## src/rtl/r22_pkg.sv

```systemverilog
// Shared constants for the radix-2^2 64-point SDF FFT.
// This package is imported by the twiddle scheduler and its address generator.
package r22_pkg;
  localparam int LOG_N  = 6;
  localparam int N      = 64;
  localparam int TW_W   = 6;
  localparam int LOG_M1 = 6;
  localparam int LOG_M2 = 4;

  typedef logic [TW_W-1:0] taddr_t;
endpackage

```

## src/rtl/twiddle_addr_gen.sv

```systemverilog
// Maps a stage sample count to its twiddle table address and multiply flag.
// One instance is used for each twiddle stage; LOG_M selects the stage.
module twiddle_addr_gen
  import r22_pkg::*;
#(
  parameter int LOG_M = LOG_M1
) (
  input  logic [LOG_M-1:0] i_cnt,
  output taddr_t           o_taddr,
  output logic             o_mul
);

  taddr_t w_n;
  taddr_t w_k;
  taddr_t w_prod;

  // k is the bit-reversed quarter index; the product is rescaled to the N-point table.
  always_comb begin
    w_n              = '0;
    w_n[LOG_M-3:0]   = i_cnt[LOG_M-3:0];
    w_k              = '0;
    w_k[1:0]         = {i_cnt[LOG_M-2], i_cnt[LOG_M-1]};
    w_prod           = w_n * w_k;
    o_taddr          = w_prod << (LOG_N - LOG_M);
    o_mul            = |o_taddr;
  end

endmodule

```

## src/rtl/twiddle_sched.sv

```systemverilog
// Twiddle-address scheduler for the two twiddle stages of the 64-point SDF FFT.
// It keeps one sample counter per stage and issues an address, a mul flag and frame pulses.
module twiddle_sched
  import r22_pkg::*;
#(
  parameter int TW_FF = 1
) (
  input  logic   clock,
  input  logic   reset_n,
  input  logic   clear,
  input  logic   s1_en,
  input  logic   s2_en,
  output taddr_t s1_taddr,
  output logic   s1_mul,
  output logic   s1_tvalid,
  output taddr_t s2_taddr,
  output logic   s2_mul,
  output logic   s2_tvalid,
  output logic   s1_fstart,
  output logic   s2_fdone
);

  logic [LOG_N-1:0] r_c1;
  logic [LOG_N-1:0] r_c2;

  taddr_t w_s1_raw;
  taddr_t w_s2_raw;
  logic   w_s1_mul_raw;
  logic   w_s2_mul_raw;

  // Handshake: sX_en is a valid-only strobe with no ready; sX_tvalid marks the matching
  // output beat, and outputs are held at zero on beats without a valid sample.
  logic   w_s1_v;
  logic   w_s2_v;
  taddr_t w_s1_taddr;
  taddr_t w_s2_taddr;
  logic   w_s1_mul;
  logic   w_s2_mul;
  logic   w_s1_fstart;
  logic   w_s2_fdone;

  always_ff @(posedge clock or negedge reset_n) begin
    if (!reset_n) begin
      r_c1 <= '0;
      r_c2 <= '0;
    end else if (clear) begin
      r_c1 <= '0;
      r_c2 <= '0;
    end else begin
      if (s1_en) r_c1 <= r_c1 + 6'd1;
      if (s2_en) r_c2 <= r_c2 + 6'd1;
    end
  end

  twiddle_addr_gen #(.LOG_M(LOG_M1)) u_s1_gen (
    .i_cnt   (r_c1[LOG_M1-1:0]),
    .o_taddr (w_s1_raw),
    .o_mul   (w_s1_mul_raw)
  );

  twiddle_addr_gen #(.LOG_M(LOG_M2)) u_s2_gen (
    .i_cnt   (r_c2[LOG_M2-1:0]),
    .o_taddr (w_s2_raw),
    .o_mul   (w_s2_mul_raw)
  );

  // A clear discards the sample offered in the same cycle, so it never reaches the outputs.
  always_comb begin
    w_s1_v      = s1_en & ~clear;
    w_s2_v      = s2_en & ~clear;
    w_s1_taddr  = w_s1_v ? w_s1_raw : '0;
    w_s2_taddr  = w_s2_v ? w_s2_raw : '0;
    w_s1_mul    = w_s1_v & w_s1_mul_raw;
    w_s2_mul    = w_s2_v & w_s2_mul_raw;
    w_s1_fstart = w_s1_v & (r_c1 == 6'd0);
    w_s2_fdone  = w_s2_v & (r_c2 == 6'd63);
  end

  generate
    if (TW_FF != 0) begin : g_reg
      taddr_t r_s1_taddr;
      taddr_t r_s2_taddr;
      logic   r_s1_mul;
      logic   r_s2_mul;
      logic   r_s1_tvalid;
      logic   r_s2_tvalid;
      logic   r_s1_fstart;
      logic   r_s2_fdone;

      always_ff @(posedge clock or negedge reset_n) begin
        if (!reset_n) begin
          r_s1_taddr  <= '0;
          r_s2_taddr  <= '0;
          r_s1_mul    <= 1'b0;
          r_s2_mul    <= 1'b0;
          r_s1_tvalid <= 1'b0;
          r_s2_tvalid <= 1'b0;
          r_s1_fstart <= 1'b0;
          r_s2_fdone  <= 1'b0;
        end else begin
          r_s1_taddr  <= w_s1_taddr;
          r_s2_taddr  <= w_s2_taddr;
          r_s1_mul    <= w_s1_mul;
          r_s2_mul    <= w_s2_mul;
          r_s1_tvalid <= w_s1_v;
          r_s2_tvalid <= w_s2_v;
          r_s1_fstart <= w_s1_fstart;
          r_s2_fdone  <= w_s2_fdone;
        end
      end

      assign s1_taddr  = r_s1_taddr;
      assign s2_taddr  = r_s2_taddr;
      assign s1_mul    = r_s1_mul;
      assign s2_mul    = r_s2_mul;
      assign s1_tvalid = r_s1_tvalid;
      assign s2_tvalid = r_s2_tvalid;
      assign s1_fstart = r_s1_fstart;
      assign s2_fdone  = r_s2_fdone;
    end else begin : g_comb
      assign s1_taddr  = w_s1_taddr;
      assign s2_taddr  = w_s2_taddr;
      assign s1_mul    = w_s1_mul;
      assign s2_mul    = w_s2_mul;
      assign s1_tvalid = w_s1_v;
      assign s2_tvalid = w_s2_v;
      assign s1_fstart = w_s1_fstart;
      assign s2_fdone  = w_s2_fdone;
    end
  endgenerate

endmodule
```

## config.mk

```make
export PLATFORM = sky130hd
export DESIGN_NAME = twiddle_sched
export DESIGN_NICKNAME = d
export VERILOG_FILES = /design/src/rtl/r22_pkg.sv /design/src/rtl/twiddle_addr_gen.sv /design/src/rtl/twiddle_sched.sv
export SDC_FILE = /design/constraint.sdc
export NUM_CORES = 1
export LEC_CHECK = 0
export ABC_AREA = 1
export BUFFER_PORTS_ARGS = -buffer_cell sky130_fd_sc_hd__buf_2
export CORE_UTILIZATION = 60
export CTS_CLUSTER_DIAMETER = 150
export CTS_CLUSTER_SIZE = 25
export DETAILED_ROUTE_END_ITERATION = 8
export PLACE_DENSITY = 0.93
export SYNTH_ARGS = -nofsm -noshare
export SYNTH_HDL_FRONTEND = slang
export SYNTH_HIERARCHICAL = 1
export SYNTH_SLANG_ARGS = --single-unit
```

## constraint.sdc

```tcl
create_clock -name clock -period 5.15 [get_ports clock]
set_input_delay 1.03 -clock clock [delete_from_list [all_inputs] [get_ports clock]]
set_output_delay 1.03 -clock clock [all_outputs]
set_load 0.01 [all_outputs]
```

; Word level (Yosys, flattened, before mapping)
; Cells that the tools add are included.
[totals]
register_bits = 30
latch_bits = 0
ram_bits = 0
rom_bits = 0
memories = 0
[classes]
addsub = 2
n_mul = 2
div = 0
magnitude_cmp = 0
eq_ne = 1
n_shift = 0
n_mux = 6
bitwise = 7
n_reduce_logical = 5
[op_table]
columns = op, count
row1 = $mux 6, 6
row2 = $add 6x1->6 const B, 2
row3 = $and 1x1->1, 6
row4 = $eq 6x6->1 const B, 1
row5 = $logic_not 6->1, 1
row6 = $mul 4x2->6, 1
row7 = $reduce_or 6->1, 1
row8 = $mul 2x2->4, 1
row9 = $reduce_bool 2->1, 2
row10 = $reduce_or 4->1, 1
row11 = $not 1->1, 1

; Depth between registers and ports, before layout
[depth]
word_depth = 3
ltp_mapped = 13
ltp_nobuf = 13

; Cells and area by module
; Netlist, hierarchy kept.
[modules_own_cells]
columns = mod, n_inst, cells_each, area_per_inst_um2
row1 = twiddle_sched, 1, 127, 1208.7
row2 = twiddle_addr_gen at u_s1_gen, 1, 43, 219.0
row3 = twiddle_addr_gen at u_s2_gen, 1, 17, 101.3

; Worst setup path after synthesis
; No wires, ideal clock.
[synth_timing]
path_kind = reg2reg
startpoint = reg r_c1[4]
endpoint = reg g_reg.r_s1_mul, in the netlist s1_mul
setup_ps = 116
t_arrival_ps = 1598
setup_slack_ps = 3435
path_stages_with_launch = 13
n_path_buf = 0
synth_period_minus_slack_ps = 1715
cell_sequence = dfrtp_1 nand2_1 inv_1 ha_1 inv_1 fa_1 nand2_1 nor2_1 nand2_1 nor2_1 nand2_1 inv_1 nor2_1
[synth_between]
elab_chain_len = 3
[synth_lines]
columns = item, line
row1 = "start, declared", twiddle_sched.sv:23  ; logic [LOG_N-1:0] r_c1;
row2 = "start signal, assigned", twiddle_sched.sv:50  ; if (s1_en) r_c1 <= r_c1 + 6'd1;
row3 = $mul 4x2->6, twiddle_addr_gen.sv:23  ; w_prod = w_n * w_k;
row4 = $reduce_or 6->1, twiddle_addr_gen.sv:25  ; o_mul = |o_taddr;
row5 = via w_s1_mul_raw, twiddle_sched.sv:28  ; logic w_s1_mul_raw;
row6 = $and 1x1->1, twiddle_sched.sv:73  ; w_s1_mul = w_s1_v & w_s1_mul_raw;
row7 = via w_s1_mul, twiddle_sched.sv:37  ; logic w_s1_mul;
row8 = "end signal, assigned", twiddle_sched.sv:103  ; r_s1_mul <= w_s1_mul;
row9 = "end, declared", twiddle_sched.sv:83  ; logic r_s1_mul;
; The timed path passes the listed nets, and every way through them passes these cells.
; A chain may end at the register's enable or synchronous reset.

; Worst setup path after layout
; Ends and elaborated chain as after synthesis.

==> flow_summary_export.csv <==
group,metric,value,unit
synth,ys_types,26,
timing,timing.final.crit_share,0.3683,
floorplanning,ios,23,
timing,post-route-min-period,1.897,ns
layout,drive_gt1_frac,0.2037,
setup_path,required,5.38,ns
setup_path,startpoint_type,"register",
place,dp_hpwl,2.046,mm
setup_path,reg2regPathDepth,12,
floorplanning,start_util,0.6656,
setup_path,cp-startpoint,"r_c1[4]",
synth,yosys_warnings,6,
timing,worst_slew_pin_slew,0.6509,ns
min_path,hold_path_class,"reg2reg",
setup_path,path_max_fanout,7,
routing,drt_pass1_iterations,4,
floorplanning,core,2297,um^2
clock_tree,clock-sinks,30,
floorplanning,die_w,52.48,um
global_routing,grt_use_met1,0.2581,
synth,synth_area_leaders,"dfrtp_1, inv_1, nand2_1, ha_1, nor2_1",
setup_path,cp_common_cell,"nand2_1",
pwr,p_leak,0.001052,uW
run,drv_cap,0,
clock_tree,htree_levels,2,
synth,ys_ff_latch,30,
global_routing,grtUsageTotal,0.2488,
clock_tree,clock_path_buffers,2,
synth,syn_area,1529,um^2
place,io_buffers,22,
floorplanning,dieArea,2754,um^2
setup_path,cp_data_arrival_time,2.13,ns
layout,syn2layout_area_growth,12.68,%
synth,synth_top_area_cell,"dfrtp_1",
synth,synth_most_common_cell,"inv_1",
setup_path,rrSetupSlack,3.25,ns
synth,synthCells,187,
pwr,power_density,242.4,nW/um^2
timing,hold_viol,0,
clock_tree,numCtsBuffers,5,
timing,fmax,527.3,MHz
outcome,status,"finished, final reports clean",
synth,synth_top_area_frac,0.4910,
clock_tree,clk_latency,0.33,ns
routing,vias,1190,
clock_tree,cts_hold_buffers,0,
floorplanning,std_cell_rows,17,
setup_path,cp-end-kind,"register",
synth,synth_edf_count,0,
timing,setup_slack,3.253,ns
routing,wire_per_inst,11.11,um
clock_tree,path_clk_slew,0.09,ns
clock_tree,root_buffer,"clkbuf_4",
synth,yosys-top-cells-count,"inv_1, nand2_1, dfrtp_1",
layout,final_nets,230,
layout,num_antenna_cells,0,
setup_path,worst-setup-path-type,"reg2reg",
timing,slew_viol_final,0,
clock_tree,post_cts_buffers,0,
routing,drc,0,
global_routing,busiest_layer,"met2",
routing,viasPerCell,4.877,
clock_tree,cts_resized,0,
setup_path,endpoint,"s1_mul",
layout,fillers,175,
floorplanning,die_y,52.48,um
synth,synth_async_sr_flop_share,1.000,
layout,regArea,750.7,um^2
clock_tree,cts_tree,"done",
layout,fin_util,0.7500,
routing,drt-total-wl,2.711,mm
routing,drt-initial-drc-count,21,
routing,antenna_left,0,
timing,grt_setup_unrepaired,"false",
setup_path,r2r_end,"s1_mul",
synth,seq_area_frac_synth,0.4910,
global_routing,grtUsageMet3,0.07536,
synth,avgSynthCellArea,8.176,um^2
global_routing,grt_pass1_wl,4.712,mm
timing,setup_viol,0,
place,pre_cts_ws,3.268,ns
setup_path,reg2reg_from,"r_c1[4]",
timing,max-slew-margin-rel,0.5660,
global_routing,grt_pass1_vias,1161,
global_routing,grt_antenna_before_repair,0,
timing,skew,0.007466,ns
setup_path,cp_slowest_cell,"fa_1",
synth,synth_ff_type,"dfrtp_1",
global_routing,gr-usage-met2,0.4283,
place,routabilityCongestion,0.8043,
setup_path,crit_chain,"nand2_1 -> inv_1 -> ha_1 -> inv_1 -> fa_1 -> nand2_1 -> nor2_1 -> nand2_1 -> nor2_1 -> nand2_1 -> inv_1 -> nor2_1",
layout,multi_input_area,588.1,um^2
global_routing,overflow,0,
setup_path,slowest_delay,0.51,ns
timing,tns,0,ns
pwr,ir_worst_vdd,201.5,uV
global_routing,grt_max_degree,31,
[cells in the final DEF (no fill, tap or decap), types with 3 or more instances in the layout]
cell and instances:
inv_2 3, inv_1 43, nand2_1 39, nand2_2 4
nand3_1 5, dfrtp_1 30, clkbuf_4 5, a21oi_1 5
nor2_1 28, ha_1 9, buf_2 22
[how the worst min path moves through the flow]
stage          startpoint  endpoint  cells after the start
6_report          r_c2[4]   r_c2[4]                      2
5_1_grt           r_c2[4]   r_c2[4]                      2
4_1_cts           r_c2[4]   r_c2[4]                      2
3_5_place_dp      r_c2[4]   r_c2[4]                      2
3_3_place_gp      r_c2[4]   r_c2[4]                      2
2_1_floorplan     r_c2[4]   r_c2[4]                      2
[flip-flops by register name, indices dropped and copies added (netlist names)]
register and cells:
s2_mul 1, s2_tvalid 1, r_c1 6, s1_tvalid 1, s2_fdone 1, r_c2 6
s1_taddr 6, s1_mul 1, s2_taddr 6, s1_fstart 1
[per-layer routing]
layer,part of all wire,wire (um)
met1,0.44,1195
met2,0.47,1265
met3,0.054,147
met4,0.038,103
met5,0,0
[worst max-delay path, delay by kind of cell, from the launching register on]
family	cells	cell delay, ns
adder cells (fa/ha/maj)	2	0.67
flip-flops	1	0.47
AND/OR/NAND/NOR	7	0.46
buffers and inverters	3	0.17
[report_power, final]
part           switching [uW]  leakage, uW  internal, uW  total, uW
combinational            18.5     0.000605          7.93       26.4
clock                    80.6    0.0000353          66.0        147
sequential               4.65     0.000412           240        245
[logic make-up after synthesis]
logic type	share of synthesized area
AOI/OAI and AO/OA	0.03928
adders and majority gates	0.08674
and+or+nand+nor	0.2537
buffers and inverters	0.1268
DFF	0.4910
other	0.002453
[metrics by stage]
step / power, uW / cells / hold WS, ns / area, um^2
final: 417.6 / 244 / 0.5181 / 1723
after global routing: 437.7 / 244 / 0.5624 / 1723
after CTS: 421.4 / 244 / 0.5216 / 1723
after detailed placement: 275.7 / 236 / 0.4989 / 1663
after global placement: 273.9 / 236 / 0.4839 / 1663
after floorplan: 263.0 / 188 / 0.4623 / 1533
[final cells by class]
cell class	count	area share
Timing Repair Buffer	22	0.06391
Sequential cell	30	0.4357
Multi-Input combinational cell	109	0.3413
Clock buffer	7	0.03195
Clock inverter	1	0.002905
Tap cell	28	0.02033
Inverter	47	0.1038
(Power assumes the default switching activity.)
